<file path="config.mk">
export PLATFORM = sky130hd
export DESIGN_NAME = fetch_unit
export DESIGN_NICKNAME = d
export VERILOG_FILES = /design/src/rtl/fetch_unit_pkg.sv /design/src/rtl/fetch_fifo.sv /design/src/rtl/fetch_unit.sv
export SDC_FILE = /design/constraint.sdc
export NUM_CORES = 1
export LEC_CHECK = 0
export ABC_AREA = 1
export BUFFER_PORTS_ARGS = -buffer_cell sky130_fd_sc_hd__buf_2
export CAP_MARGIN = 40
export CORE_MARGIN = 2
export CORE_UTILIZATION = 47
export CTS_CLUSTER_DIAMETER = 60
export DETAILED_ROUTE_END_ITERATION = 8
export GPL_ROUTABILITY_DRIVEN = 0
export PLACE_DENSITY_LB_ADDON = 0.08
export SLEW_MARGIN = 10
export SYNTH_ARGS = -nofsm -noshare
export SYNTH_HDL_FRONTEND = slang
export SYNTH_SLANG_ARGS = --single-unit
</file>
<file path="constraint.sdc">
create_clock -name clk -period 5.7 [get_ports clk]
set_clock_uncertainty 0.15 [all_clocks]
set_input_delay 1.14 -clock clk [delete_from_list [all_inputs] [get_ports clk]]
set_output_delay 1.14 -clock clk [all_outputs]
set_load 0.1 [all_outputs]
</file>
<file path="src/rtl/fetch_unit_pkg.sv">
// Shared constants and types for the instruction-fetch stage.
// Latency: n/a (declarations only).
// Backpressure: n/a (declarations only).
package fetch_unit_pkg;

  localparam int          XLEN             = 32;
  localparam logic [31:0] INST_NOP         = 32'h0000_0013;
  localparam logic [6:0]  OPC_JAL          = 7'b1101111;
  localparam logic [31:0] RESET_PC_DEFAULT = 32'h0000_0000;

  // One buffered instruction together with the address it was fetched from
  typedef struct packed {
    logic [XLEN-1:0] pc;
    logic [XLEN-1:0] instr;
  } fetch_entry_t;

  // Sign-extended J-type immediate (JAL offset)
  function automatic logic [XLEN-1:0] jal_imm(input logic [XLEN-1:0] instr);
    return {{11{instr[31]}}, instr[31], instr[19:12], instr[20], instr[30:21], 1'b0};
  endfunction

endpackage

</file>
<file path="src/rtl/fetch_fifo.sv">
// Synchronous FIFO with flush and same-cycle push/pop; head_data shows push_data when empty.
// Latency: one cycle push-to-head, zero when empty and pushing and popping together (bypass).
// Backpressure: caller must not push when full unless popping in the same cycle.
module fetch_fifo #(
  parameter int DEPTH = 2,
  parameter int W     = 64,
  localparam int AW   = (DEPTH > 1) ? $clog2(DEPTH) : 1,
  localparam int CW   = $clog2(DEPTH + 1)
) (
  input  logic          clk,
  input  logic          rst,
  input  logic          push,
  input  logic [W-1:0]  push_data,
  input  logic          pop,
  input  logic          flush,
  output logic [W-1:0]  head_data,
  output logic          full,
  output logic          empty,
  output logic [CW-1:0] count
);

  logic [W-1:0]  mem [DEPTH];
  logic [AW-1:0] rd_ptr;
  logic [AW-1:0] wr_ptr;
  logic          bypass;
  logic          do_write;
  logic          do_read;

  assign empty     = (count == '0);
  assign full      = (count == CW'(DEPTH));
  // An entry pushed into an empty FIFO and popped in the same cycle never lands in storage
  assign bypass    = empty & push & pop;
  assign do_write  = push & ~bypass & (~full | pop);
  assign do_read   = pop & ~empty;
  assign head_data = empty ? push_data : mem[rd_ptr];

  // Storage array; contents are don't-care until the pointers cover them
  always_ff @(posedge clk) begin
    if (do_write) mem[wr_ptr] <= push_data;
  end

  // Pointers and occupancy; flush drops everything including a same-cycle push
  always_ff @(posedge clk) begin
    if (rst || flush) begin
      rd_ptr <= '0;
      wr_ptr <= '0;
      count  <= '0;
    end else begin
      if (do_write) wr_ptr <= wr_ptr + AW'(1);
      if (do_read)  rd_ptr <= rd_ptr + AW'(1);
      count <= count + CW'(do_write) - CW'(do_read);
    end
  end

endmodule

</file>
<file path="src/rtl/fetch_unit.sv">
// Instruction fetch: owns the PC, requests words from imem, buffers them, feeds the decoder. Optional EARLY_JUMP_EN.
// Latency: a response in cycle N appears on if_* in cycle N+1 when the buffer is empty and not stalled.
// Backpressure: stall holds if_*; requests are credit-limited so buffered + in-flight never exceed FIFO_DEPTH.
module fetch_unit
  import fetch_unit_pkg::*;
#(
  parameter logic [31:0] RESET_PC   = RESET_PC_DEFAULT,
  parameter int          FIFO_DEPTH = 2
) (
  input  logic        clk,
  input  logic        rst,
  output logic        imem_req_valid,
  input  logic        imem_req_ready,
  output logic [31:0] imem_req_addr,
  input  logic        imem_resp_valid,
  input  logic [31:0] imem_resp_data,
  input  logic        redirect_valid,
  input  logic [31:0] redirect_pc,
  input  logic        stall,
`ifdef EARLY_JUMP_EN
  output logic        early_jump,
`endif
  output logic        if_valid,
  output logic [31:0] if_instr,
  output logic [31:0] if_pc,
  output logic [31:0] if_pc4
);

  localparam int CW = $clog2(FIFO_DEPTH + 1);

  logic [31:0]   pc;
  logic [CW-1:0] outstanding;
  logic [CW-1:0] outstanding_nxt;
  logic [CW-1:0] discard;

  logic          req_fire;
  logic          resp_live;
  logic          resp_drop;
  logic [CW:0]   credits_used;

  logic          redir_any;
  logic [31:0]   redir_target;

  logic          load;
  logic          buf_push;
  logic          buf_pop;
  logic          buf_avail;
  logic          buf_full;
  logic          buf_empty;
  logic [CW-1:0] buf_count;
  fetch_entry_t  buf_in;
  fetch_entry_t  buf_head;

  logic [31:0]   tag_head;
  logic          tag_full;
  logic          tag_empty;
  logic [CW-1:0] tag_count;

  logic          unused_ok;

`ifdef EARLY_JUMP_EN
  logic          ej_pending;
  logic [31:0]   ej_target;
  logic          if_jal;
  logic          head_is_jal;

  // External redirect beats the self-redirect raised by a JAL popped last cycle
  assign redir_any    = redirect_valid | ej_pending;
  assign redir_target = redirect_valid ? {redirect_pc[31:2], 2'b00} : ej_target;
  assign head_is_jal  = (buf_head.instr[6:0] == OPC_JAL);
  assign early_jump   = if_valid & if_jal;
`else
  assign redir_any    = redirect_valid;
  assign redir_target = {redirect_pc[31:2], 2'b00};
`endif

  // Credits count both buffered words and requests whose response is still due
  assign credits_used    = {1'b0, buf_count} + {1'b0, outstanding};
  assign imem_req_valid  = ~rst & ~redir_any & (credits_used < (CW+1)'(FIFO_DEPTH));
  assign imem_req_addr   = pc;
  assign req_fire        = imem_req_valid & imem_req_ready;

  assign resp_drop       = imem_resp_valid & (discard != '0);
  assign resp_live       = imem_resp_valid & (discard == '0);
  assign outstanding_nxt = outstanding + CW'(req_fire) - CW'(imem_resp_valid);

  assign load            = ~stall | ~if_valid;
  assign buf_push        = resp_live;
  assign buf_avail       = ~buf_empty | buf_push;
  assign buf_pop         = ~redir_any & load & buf_avail;
  assign buf_in          = '{pc: tag_head, instr: imem_resp_data};

  assign unused_ok = &{1'b0, tag_full, tag_empty, tag_count, buf_full, redirect_pc[1:0]};

  // Returned words waiting for the decoder
  fetch_fifo #(.DEPTH(FIFO_DEPTH), .W($bits(fetch_entry_t))) u_buf (
    .clk       (clk),
    .rst       (rst),
    .push      (buf_push),
    .push_data (buf_in),
    .pop       (buf_pop),
    .flush     (redir_any),
    .head_data (buf_head),
    .full      (buf_full),
    .empty     (buf_empty),
    .count     (buf_count)
  );

  // PC of each live in-flight request, in issue order
  fetch_fifo #(.DEPTH(FIFO_DEPTH), .W(32)) u_tag (
    .clk       (clk),
    .rst       (rst),
    .push      (req_fire),
    .push_data (pc),
    .pop       (resp_live),
    .flush     (redir_any),
    .head_data (tag_head),
    .full      (tag_full),
    .empty     (tag_empty),
    .count     (tag_count)
  );

  // Fetch PC: redirect wins, otherwise advance on each accepted request
  always_ff @(posedge clk) begin
    if (rst)            pc <= RESET_PC;
    else if (redir_any) pc <= redir_target;
    else if (req_fire)  pc <= pc + 32'd4;
  end

  // In-flight count and number of stale responses still to be thrown away
  always_ff @(posedge clk) begin
    if (rst) begin
      outstanding <= '0;
      discard     <= '0;
    end else begin
      outstanding <= outstanding_nxt;
      if (redir_any)      discard <= outstanding_nxt;
      else if (resp_drop) discard <= discard - CW'(1);
    end
  end

  // Decoder-facing register: flush on redirect, hold under stall, else take buffer head
  always_ff @(posedge clk) begin
    if (rst) begin
      if_valid <= 1'b0;
      if_instr <= INST_NOP;
      if_pc    <= 32'h0;
      if_pc4   <= 32'h4;
    end else if (redir_any && (redirect_valid || load)) begin
      if_valid <= 1'b0;
      if_instr <= INST_NOP;
    end else if (buf_pop) begin
      if_valid <= 1'b1;
      if_instr <= buf_head.instr;
      if_pc    <= buf_head.pc;
      if_pc4   <= buf_head.pc + 32'd4;
    end else if (load) begin
      if_valid <= 1'b0;
      if_instr <= INST_NOP;
    end
  end

`ifdef EARLY_JUMP_EN
  // JAL pre-decode: a JAL entering the output register triggers a redirect next cycle
  always_ff @(posedge clk) begin
    if (rst) begin
      ej_pending <= 1'b0;
      ej_target  <= 32'h0;
      if_jal     <= 1'b0;
    end else begin
      ej_pending <= buf_pop & head_is_jal;
      ej_target  <= buf_head.pc + jal_imm(buf_head.instr);
      if (redir_any && (redirect_valid || load)) if_jal <= 1'b0;
      else if (buf_pop)                           if_jal <= head_is_jal;
      else if (load)                              if_jal <= 1'b0;
    end
  end
`endif

endmodule
</file>
==> flow_summary_export.csv <==
group,metric,value,unit
run_status,status,"finished, final reports clean",
drt,drt_iter0_drc,658,
die,start_util,47.5,%
placement,postPlaceCellArea,0.0160,mm^2
worst_setup_path,worstReg2RegStart,"u_buf.count[0]",
run,maxCapViolations,0,
logic_synthesis,ys_warn_count,0,
worst_setup_path,cp_max_fo,35,
sta,fmax,241,MHz
cells_and_area,area_growth,15.4,%
clock_tree,h-tree-depth,2,
clock_tree,clockBufferDepth,3,
placement,pre_cts_slack,1060,ps
die,die_y,182,um
drt,ant_nets,0,
grt,grt_pass1_vias,11000,
sta,hold_slack,299,ps
cells_and_area,drive_gt1_share,18.8,%
clock_tree,post_cts_buffers,0,
sta,worst_pin_slew,853,ps
clock_tree,cts_resized,0,
logic_synthesis,yosys_register_bits,321,
drt,via_per_inst,5.13,
clock_tree,cts_buffers,38,
logic_synthesis,synth-main-ff-cell,"edfxtp_1",
worst_setup_path,path_class,"in2out",
pwr,vdd_ir_drop_max,0.000216,V
sta,rsz0062_at_grt,"false",
clock_tree,root_buffer,"clkbuf_16",
sta,drv_slew,0,
die,placementRows,65,
placement,dp_cells,2196,
worst_setup_path,critical_path_required,4410,ps
worst_setup_path,r2r_cells,9,
logic_synthesis,syn_area_per_cell,8.89,um^2
grt,grt_max_degree,91,
placement,place_hpwl,25.1,mm
cells_and_area,antenna_cells,0,
die,die_x,182,um
logic_synthesis,synth-edff-count,184,
placement,numPortBuffers,191,
cells_and_area,final_area,0.0171,mm^2
clock_tree,clk_pin_slew,60,ps
sta,setup_viol_count_final,0,
sta,post-route-min-period,4140,ps
logic_synthesis,yosysUniqueCellTypes,51,
drt,drt_first_pass_iters,6,
grt,grt_pass1_wl,58.6,mm
die,die-area,0.0331,mm^2
worst_setup_path,cp-startpoint,"redirect_valid",
drt,wl,37.0,mm
pwr,leakage,7.22,nW
worst_setup_path,crit_path_end,"imem_req_valid",
sta,fin_crit_sh,72.7,%
pwr,pwr_density_cell,347,mW/mm^2
sta,slew-limit-headroom,43.1,%
clock_tree,cts.sinks,321,
grt,overflow,0,
sta,setup_ws,1560,ps
cells_and_area,post-route-util,54.7,%
logic_synthesis,synth_area,0.0149,mm^2
worst_setup_path,start_kind,"primary input",
cells_and_area,stdcell_count,2265,
drt,drc,0,
cells_and_area,final_nets,1914,
worst_setup_path,timing.rr.end,"u_tag.mem[1][30]",
sta,setup_tns,0,ps
grt,antenna_found_initial,0,
logic_synthesis,ys_seq_area_share,55.6,%
logic_synthesis,synthCells,1671,
clock_tree,cts_tree,"built",
worst_setup_path,cp-end-kind,"primary output",
drt,wl_per_cell,16.3,um
clock_tree,clk_latency,520,ps
clock_tree,cts_hold_buffers,0,
worst_setup_path,crit_arrival,2850,ps
die,io-pin-count,200,
pwr,power,5.94,mW
worst_setup_path,rrSetupSlack,2220,ps
logic_synthesis,ys_async_sr_fraction,0,%
grt,grt_util_all_layers,22.2,%
min_path,worstHoldPathType,"reg2reg",
sta,hold_viol_final,0,
drt,dr_total_vias,11600,
die,core,0.0313,mm^2
-- area by class of cell --
cell class                      instances  area (um^2)
Fill cell                            2883        14200
Clock inverter                         16          140
Clock buffer                           53         1040
Sequential cell                       321         8270
Inverter                              156          593
Timing Repair Buffer                  203         1060
Multi-Input combinational cell       1114         5540
Tap cell                              402          503
-- report_power, final --
part	total, mW	internal (mW)	leakage, nW	switching, mW
clock network	2.28	1.37	0.562	0.916
logic	1.02	0.200	3.84	0.820
registers	2.64	2.57	2.81	0.0679
total	5.94	4.14	7.22	1.80
-- critical path, stage by stage --
cell and delay, ps:
buf_2 320, nor2_4 360, inv_2 330, nor3_2 230
buf_2 460
-- metal layers --
metal  vias to the layer above  GRT usage (%)  routed length (um)
li1                       5875              -                   -
met1                      5321           31.3               17400
met2                       367           35.2               16400
met3                        67           3.53                2210
met4                         0           7.38                 987
met5                         -              0                   0
-- sequential cells by signal, indices dropped and copies added (netlist names), 2 cells and up, named ones only --
| register | flops |
|---|---|
| discard | 2 |
| if_instr | 32 |
| if_pc | 30 |
| if_pc4 | 30 |
| imem_req_addr | 30 |
| outstanding | 2 |
| u_buf.count | 2 |
| u_buf.mem | 124 |
| u_tag.count | 2 |
| u_tag.mem | 60 |
-- kinds of logic after synthesis --
logic type | Yosys count | synth area share, %
other cells | 1 | 0.0252
compound gates | 222 | 9.41
xor+xnor | 20 | 1.18
simple gates | 856 | 25.5
fa+ha+maj | 10 | 0.893
buf+inv | 241 | 7.38
flops | 321 | 55.6
-- worst min-delay path by stage --
stage	from	endpoint	slack [ps]	cells after the start
after floorplan	u_tag.rd_ptr	flip-flop	280	1
after global placement	u_buf.rd_ptr	flip-flop	280	1
after detailed placement	u_buf.rd_ptr	flip-flop	280	1
after CTS	u_buf.rd_ptr	flip-flop	290	1
after global routing	u_tag.rd_ptr	u_tag.rd_ptr	310	1
final	u_buf.rd_ptr	flip-flop	300	1
-- synthesized netlist by cell type (2+ instances only) --
| master | number | area [um^2] |
|---|---|---|
| inv_2 | 11 | 41.3 |
| inv_1 | 143 | 537 |
| nand4_1 | 8 | 50.1 |
| nand3_1 | 123 | 616 |
| a221oi_1 | 2 | 17.5 |
| nor2_2 | 9 | 56.3 |
| xor2_1 | 18 | 158 |
| nor2_4 | 9 | 101 |
| nand2_2 | 27 | 169 |
| o21ai_0 | 40 | 200 |
| buf_4 | 15 | 113 |
| nand3b_1 | 2 | 15.0 |
| buf_1 | 3 | 11.3 |
| o211ai_4 | 2 | 42.5 |
| o211ai_1 | 68 | 510 |
| a21oi_1 | 68 | 340 |
| ha_1 | 9 | 113 |
| and2_1 | 23 | 144 |
| o21ai_1 | 3 | 15.0 |
| nand2_1 | 474 | 1780 |
| buf_6 | 9 | 101 |
| nor3_1 | 15 | 75.1 |
| edfxtp_1 | 184 | 5530 |
| buf_2 | 26 | 130 |
| nor2_8 | 2 | 40.0 |
| o22ai_1 | 4 | 25.0 |
| nand3_2 | 5 | 50.1 |
| a31oi_1 | 25 | 156 |
| dfxtp_1 | 137 | 2740 |
| nand2_4 | 2 | 22.5 |
| clkbuf_1 | 30 | 113 |
| o21bai_1 | 4 | 30.0 |
| nor2_1 | 130 | 488 |
| o211ai_2 | 2 | 25.0 |
| or2_2 | 21 | 131 |
| xnor2_1 | 2 | 17.5 |
| or2_1 | 2 | 12.5 |
-- placed cells by master, fill, tap and decap left out, types with 23 or more instances in the layout --
cell type / count
a31oi_1: 25
nand2_2: 27
o21ai_0: 40
o211ai_1: 68
buf_2: 191
inv_1: 143
nor2_1: 126
a21oi_1: 68
clkbuf_16: 39
and2_1: 23
nand3_1: 123
nand2_1: 474
edfxtp_1: 184
dfxtp_1: 136
(Power assumes the default switching activity.)
